File: src/rtl/cache_arbiter_pkg.sv
// Shared types and line/address constants for the cache-to-memory arbiter
// and the cache blocks that sit above it.
package arb_types;

    localparam int LINE_W = 256;
    localparam int ADDR_W = 32;

    typedef enum logic [2:0] {
        IDLE,
        SERVE_I,
        SERVE_D,
        RESP_I,
        RESP_D
    } arb_state_t;

    typedef enum logic {
        OWNER_I,
        OWNER_D
    } arb_owner_t;

endpackage

File: src/rtl/cache_arbiter_reg.sv
// Parameterised enabled register with synchronous active-low clear.
module cache_arbiter_reg #(
    parameter int W = 8
) (
    input  logic         clk,
    input  logic         rst,
    input  logic         en,
    input  logic [W-1:0] d,
    output logic [W-1:0] q
);

    always_ff @(posedge clk) begin
        if (!rst) begin
            q <= '0;
        end else if (en) begin
            q <= d;
        end
    end

endmodule

File: src/rtl/cache_arbiter.sv
// Grants the single memory port to the I-cache or D-cache one line transfer at a time.
// state    | meaning
// IDLE     | no transaction; arbitrate pending requests
// SERVE_I  | I-cache line read outstanding on memory
// SERVE_D  | D-cache read or write-back outstanding on memory
// RESP_I   | one-cycle completion pulse to the I-cache
// RESP_D   | one-cycle completion pulse to the D-cache
module cache_arbiter
    import arb_types::*;
#(
    parameter int ADDR_W = arb_types::ADDR_W,
    parameter int LINE_W = arb_types::LINE_W
) (
    input  logic              clk,
    input  logic              rst,
    input  logic              i_read,
    input  logic [ADDR_W-1:0] i_addr,
    output logic [LINE_W-1:0] i_rdata,
    output logic              i_resp,
    input  logic              d_read,
    input  logic              d_write,
    input  logic [ADDR_W-1:0] d_addr,
    input  logic [LINE_W-1:0] d_wdata,
    output logic [LINE_W-1:0] d_rdata,
    output logic              d_resp,
    output logic              m_read,
    output logic              m_write,
    output logic [ADDR_W-1:0] m_addr,
    output logic [LINE_W-1:0] m_wdata,
    input  logic [LINE_W-1:0] m_rdata,
    input  logic              m_resp
);

    arb_state_t        state, state_nx;
    arb_owner_t        last_served;
    logic [ADDR_W-1:0] addr_q;
    logic [LINE_W-1:0] wdata_q;
    logic              rd_q, wr_q;
    logic              grant_i, grant_d;
    logic              d_req;

    assign d_req = d_read | d_write;

    always_comb begin
        state_nx = state;
        grant_i  = 1'b0;
        grant_d  = 1'b0;
        case (state)
            IDLE: begin
                // On a tie the requester that waited longest wins.
                if (i_read && d_req) begin
                    grant_i = (last_served == OWNER_D);
                    grant_d = (last_served == OWNER_I);
                end else begin
                    grant_i = i_read;
                    grant_d = d_req;
                end
                if (grant_i) state_nx = SERVE_I;
                else if (grant_d) state_nx = SERVE_D;
            end
            SERVE_I: if (m_resp) state_nx = RESP_I;
            SERVE_D: if (m_resp) state_nx = RESP_D;
            RESP_I:  state_nx = IDLE;
            RESP_D:  state_nx = IDLE;
            default: state_nx = IDLE;
        endcase
    end

    always_ff @(posedge clk) begin
        if (!rst) begin
            state       <= IDLE;
            last_served <= OWNER_D;
            addr_q      <= '0;
            wdata_q     <= '0;
            rd_q        <= 1'b0;
            wr_q        <= 1'b0;
        end else begin
            state <= state_nx;
            if (grant_i) begin
                last_served <= OWNER_I;
                addr_q      <= i_addr;
                rd_q        <= 1'b1;
                wr_q        <= 1'b0;
            end else if (grant_d) begin
                // A simultaneous read and write-back is carried out as the write.
                last_served <= OWNER_D;
                addr_q      <= d_addr;
                wdata_q     <= d_wdata;
                rd_q        <= d_read & ~d_write;
                wr_q        <= d_write;
            end
        end
    end

    assign m_read  = ((state == SERVE_I) || (state == SERVE_D)) && rd_q;
    assign m_write = (state == SERVE_D) && wr_q;
    assign m_addr  = addr_q;
    assign m_wdata = wdata_q;
    assign i_resp  = (state == RESP_I);
    assign d_resp  = (state == RESP_D);

    cache_arbiter_reg #(.W(LINE_W)) u_i_rdata (
        .clk (clk),
        .rst (rst),
        .en  ((state == SERVE_I) && m_resp),
        .d   (m_rdata),
        .q   (i_rdata)
    );

    cache_arbiter_reg #(.W(LINE_W)) u_d_rdata (
        .clk (clk),
        .rst (rst),
        .en  ((state == SERVE_D) && m_resp && rd_q),
        .d   (m_rdata),
        .q   (d_rdata)
    );

endmodule

File: config.mk
export PLATFORM = sky130hd
export DESIGN_NAME = cache_arbiter
export DESIGN_NICKNAME = d
export VERILOG_FILES = /design/src/rtl/cache_arbiter_pkg.sv /design/src/rtl/cache_arbiter_reg.sv /design/src/rtl/cache_arbiter.sv
export SDC_FILE = /design/constraint.sdc
export NUM_CORES = 2
export LEC_CHECK = 0
export ABC_AREA = 0
export BUFFER_PORTS_ARGS = -buffer_cell sky130_fd_sc_hd__buf_2
export CAP_MARGIN = 20
export CORE_AREA = 2 2 534 536
export CTS_BUF_LIST = sky130_fd_sc_hd__clkbuf_16
export DETAILED_ROUTE_END_ITERATION = 7
export DIE_AREA = 0 0 536 538
export PLACE_DENSITY = 0.34
export SYNTH_ARGS = -nofsm -noshare
export SYNTH_HDL_FRONTEND = slang
export SYNTH_HIERARCHICAL = 1
export SYNTH_SLANG_ARGS = --single-unit
File: constraint.sdc
create_clock -name clk -period 5.1 [get_ports clk]
set_input_delay 0.765 -clock clk [delete_from_list [all_inputs] [get_ports clk]]
set_output_delay 0.765 -clock clk [all_outputs]
set_load 0.005 [all_outputs]
# After elaboration in Yosys (flattened, before gate mapping)
# Index checks and enable logic that the tools add are counted.
dict set report classes {
  eq_ne 7
  n_lt_le_gt_ge 0
  multipliers 0
  n_reduce_logical 12
  n_addsub 0
  n_shift 0
  bitwise 6
  mux 17
  div 0
}
# cell n
set op_table {}
lappend op_table {{2-to-1 mux 32 bit} 2}
lappend op_table {{2-to-1 mux 3 bit} 4}
lappend op_table {{2-to-1 mux 1 bit} 10}
lappend op_table {{one-hot mux 3 bit (3 select lines)} 1}
lappend op_table {{== test 3 x 2 -> 1 bit, second input constant} 2}
lappend op_table {{logical AND 1 bit} 6}
lappend op_table {{inequality test 2 bit, second input constant} 2}
lappend op_table {{NOT 1 bit} 4}
lappend op_table {{== test 3 x 1 -> 1 bit, second input constant} 1}
lappend op_table {{== test 3 bit, second input constant} 1}
lappend op_table {{zero test 3 bit} 1}
lappend op_table {{inequality test 3 bit, second input constant} 1}
lappend op_table {{AND reduction 3 bit} 1}
lappend op_table {{AND reduction 2 bit} 1}
lappend op_table {{nonzero test 2 bit} 1}
lappend op_table {{OR reduction 2 bit} 1}
lappend op_table {{AND 1 bit} 1}
lappend op_table {{logical OR 1 bit} 1}
lappend op_table {{bitwise OR 1 bit} 1}
dict set report word_totals {
  ff_bits 806
  latchBits 0
  romBits 0
  input_bits 582
  n_memories 0
  ramBits 0
  output_inout_bits 804
}

# Depth between registers and ports, before layout
dict set report logic_depth {
  word_depth 7
  ltp_mapped 8
  ltp_nobuf 4
}

# Modules after synthesis
# Netlist, hierarchy kept.
# mod cells_per_inst area_each_um2 n_inst seq_area_each_um2
set modules_own_cells {}
lappend modules_own_cells {cache_arbiter_reg 825 9950.8 2 5124.9}
lappend modules_own_cells {cache_arbiter 1390 11603.6 1 5885.6}

# Worst setup path before layout
# Ideal clock, no wire load.
dict set report synth_path {
  path_kind {input to register}
  from {input rst}
  to {register wdata_q[235] (netlist: m_wdata[235])}
  setup_slack_ns 3.348
  required_time_ns 4.968
  path_buffers 3
  setup_time_ns 0.132
  path_stages 5
  arrival_ns 1.620
  path_cell_list {clkbuf_1 > inv_2 > clkbuf_1 > clkbuf_1 > a21oi_1}
}
# element line
set synth_rtl {}
lappend synth_rtl {{start: declaration} cache_arbiter.sv:15} ;# input logic rst,
lappend synth_rtl {{end signal: assignment} cache_arbiter.sv:88} ;# wdata_q <= d_wdata;
lappend synth_rtl {{end: declaration} cache_arbiter.sv:37} ;# logic [LINE_W-1:0] wdata_q;
# No word-level cell between the ends.

# Worst setup path in the final report
dict set report layout_path {
  from {register state[1]}
  to {output m_write}
}
dict set report layout_between {
  elab_chain_len 2
}
# element line
set layout_lines {}
lappend layout_lines {{start: declaration} cache_arbiter.sv:34} ;# arb_state_t state, state_nx;
lappend layout_lines {{start signal: assignment} cache_arbiter.sv:78} ;# state <= state_nx;
lappend layout_lines {{== test 3 x 2 -> 1 bit} cache_arbiter.sv:96} ;# assign m_write = (state == SERVE_D) && wr_q;
lappend layout_lines {{logical AND 1 bit} cache_arbiter.sv:96}
lappend layout_lines {{end: declaration} cache_arbiter.sv:27} ;# output logic m_write,
# Every way passes these cells.

==> impl_metrics.ini <==
[floorplan]
core_mm2 = 0.2832
die_h_um = 538
start_util = 0.1112
die_area_mm2 = 0.2884
io_pins = 1386
die_width_um = 536
rows = 196

[finish]
drive_gt1_frac = 0.3612
n_fill_cell = 32310
multiInputGateArea_mm2 = 0.01308
register_area_mm2 = 0.01614
fin_nets = 4885
design_area_mm2 = 0.04499
most-common-layout-cells = buf_2, dfxtp_1, mux2i_1, nor2b_1, a21oi_1
area_delta_synth_final_pct = 42.81
final_common_cell = buf_2
final_core_util = 0.1588

[sta]
slew_viol_final = 0
whs_ns = 0.1970
max_freq_ghz = 0.3356
hold_viol = 0
relSlewSlack = 0.3598
tns_ns = 0
finalWorstSetupSlack_ns = 2.121
fin_skew_ns = 0.05709
period_minus_slack_ns = 2.979
worst_pin_slew_ns = 0.9603
rsz0062_at_grt = false
period_share = 0.5842
finalSetupViolations = 0

[synth]
synth_compound_area_frac = 0.09325
syn-cell-area_mm2 = 0.03151
synth.ff_latch_count = 806
post_synth.cell_area_avg_um2 = 10.36
muxShareOfSynthArea = 0.1630
syn_inst = 3040
yosys_most_used_dff = dfxtp_1
synth-simple-area-share = 0.1565
ys_warn_count = 6
synth_top_family_by_area = multiplexers
syn_nets = 3622
synth-xor-area-share = 0.0002780
seq_area_frac_synth = 0.5122
synth_cell_type_count = 39
synth_fa_ha_area_frac = 0
synth_edf_count = 0
synth_async_sr_flop_share = 0

[power]
swShare = 0.3003
pwr-share-clk = 0.435
comb_power_share = 0.156
switchingPower_mw = 5.082
pwr-share-seq = 0.409
p_leak_nw = 17.78
powerDensity_mw_per_mm2 = 376.1
vdd_drop_max_uv = 243.8
cell_internal_pwr_mw = 11.84

[worst_setup_path]
worstPathArrival_ns = 2.21
required_ns = 4.34
setup.worst_path.class = flip-flop to output port
worstSetupEndpointType = output port
start_kind = flip-flop
path_max_fanout = 9

[worst_hold_path]
holdCritPathClass = input pin to flip-flop

[route]
drt-vias-per-instance = 3.418
drt_first_pass_iters = 5
drt-total-wl_mm = 182.0
wl_per_cell_um = 22.21
drt_iter0_drc = 1355
detailroute.via_count = 28010
ant_nets = 0
drc = 0

[cts]
cts.path.max_buffers = 4
cts.sinks = 806
cts-root-buf = clkbuf_16
cts_buffers = 109
cts_tree = yes
hold_buffers = 0
cts_setup_buffers = 0
clkLatencyLatePin_ns = 0.83
htreeDepth = 3
path_clk_slew_ns = 0.06
cts_repair_resize_count = 0

[place]
port_buffers = 1385
dp_hpwl_mm = 141.8
dp_slack_ns = 2.093
place.gp.congestion = 0.8843
placed_area_mm2 = 0.04154

[run]
drv_cap = 0

[global_route]
grt_pass1_wl_mm = 241.0
grt_pass1_vias = 27710
grtUsageTotal = 0.1189
grt_max_degree = 185
antenna_found_initial = 116
gr-total-overflow = 0

[status]
status = complete, no violations
layer usage:
layer / GRT usage / part of all wire
met1: 0.1264 / 0.37
met2: 0.2078 / 0.49
met3: 0.05156 / 0.10
met4: 0.04266 / 0.040
met5: 0 / 0.0023
synthesized netlist by cell type, types with 33 or more instances:
cell	n	area (µm²)
mux2i_1	512	5125
o21ai_1	219	1096
dfxtp_1	806	16140
a21oi_1	258	1291
buf_12	52	1041
o21ai_0	39	195.2
buf_2	44	220.2
nand3_1	257	1286
clkbuf_1	121	454.2
nor2b_1	512	3203
nand2_1	34	127.6
inv_1	33	123.9
flip-flops by register name (all words and copies together), names as in the netlist:
signal	cells
m_addr	32
wr_q	1
u_i_rdata/q	256
state	3
m_wdata	256
last_served	1
u_d_rdata/q	256
rd_q	1
through the flow:
step,std cells,power [mW]
after floorplan,3040,8.460
after global placement,7953,9.734
after CTS,8145,17.31
after detailed placement,7954,9.753
after global routing,8179,17.73
final,8195,16.92
area by class of cell:
class                           instances  area share
Sequential cell                       806      0.3586
Antenna cell                           50    0.002781
Multi-Input combinational cell       1921      0.2906
Clock inverter                         82     0.01332
Inverter                               34    0.003003
Tap cell                             3762      0.1046
Timing Repair Buffer                 1431      0.1664
Clock buffer                          109     0.06062
path summary, 6_finish.rpt:
| path | cells after the start | to | startpoint | slack [ns] |
|---|---|---|---|---|
| max | 3 | m_write | state[1] | 2.12 |
| min | 3 | m_addr[20] | d_addr[20] | 0.20 |
| max reg2reg | 5 | u_d_rdata/q[109] | state[1] | 2.25 |
| min reg2reg | 2 | m_wdata[158] | m_wdata[158] | 0.47 |
power by group through the flow:
stage	logic [mW]	clock network (mW)	registers [mW]
6_report	2.64	7.36	6.92
5_1_grt	2.87	7.90	6.96
4_1_cts	2.70	7.69	6.92
3_5_place_dp	2.70	0	7.05
3_3_place_gp	2.69	0	7.05
2_1_floorplan	1.44	0	7.02
critical path, stage by stage (launching register included):
cell     delay (ns)
dfxtp_1        0.54
nor3b_1        0.42
and2_1         0.26
buf_2          0.22
logic make-up (layout without fill, tap and decap cells):
group,after synthesis,after routing
DFF,806,806
xor gates and xnor gates,1,1
muxes,513,513
buffers and inverters,313,1656
AOI/OAI and AO/OA,556,556
and+or+nand+nor,851,851
other,0,50
Power figures use the tool's default switching activity.
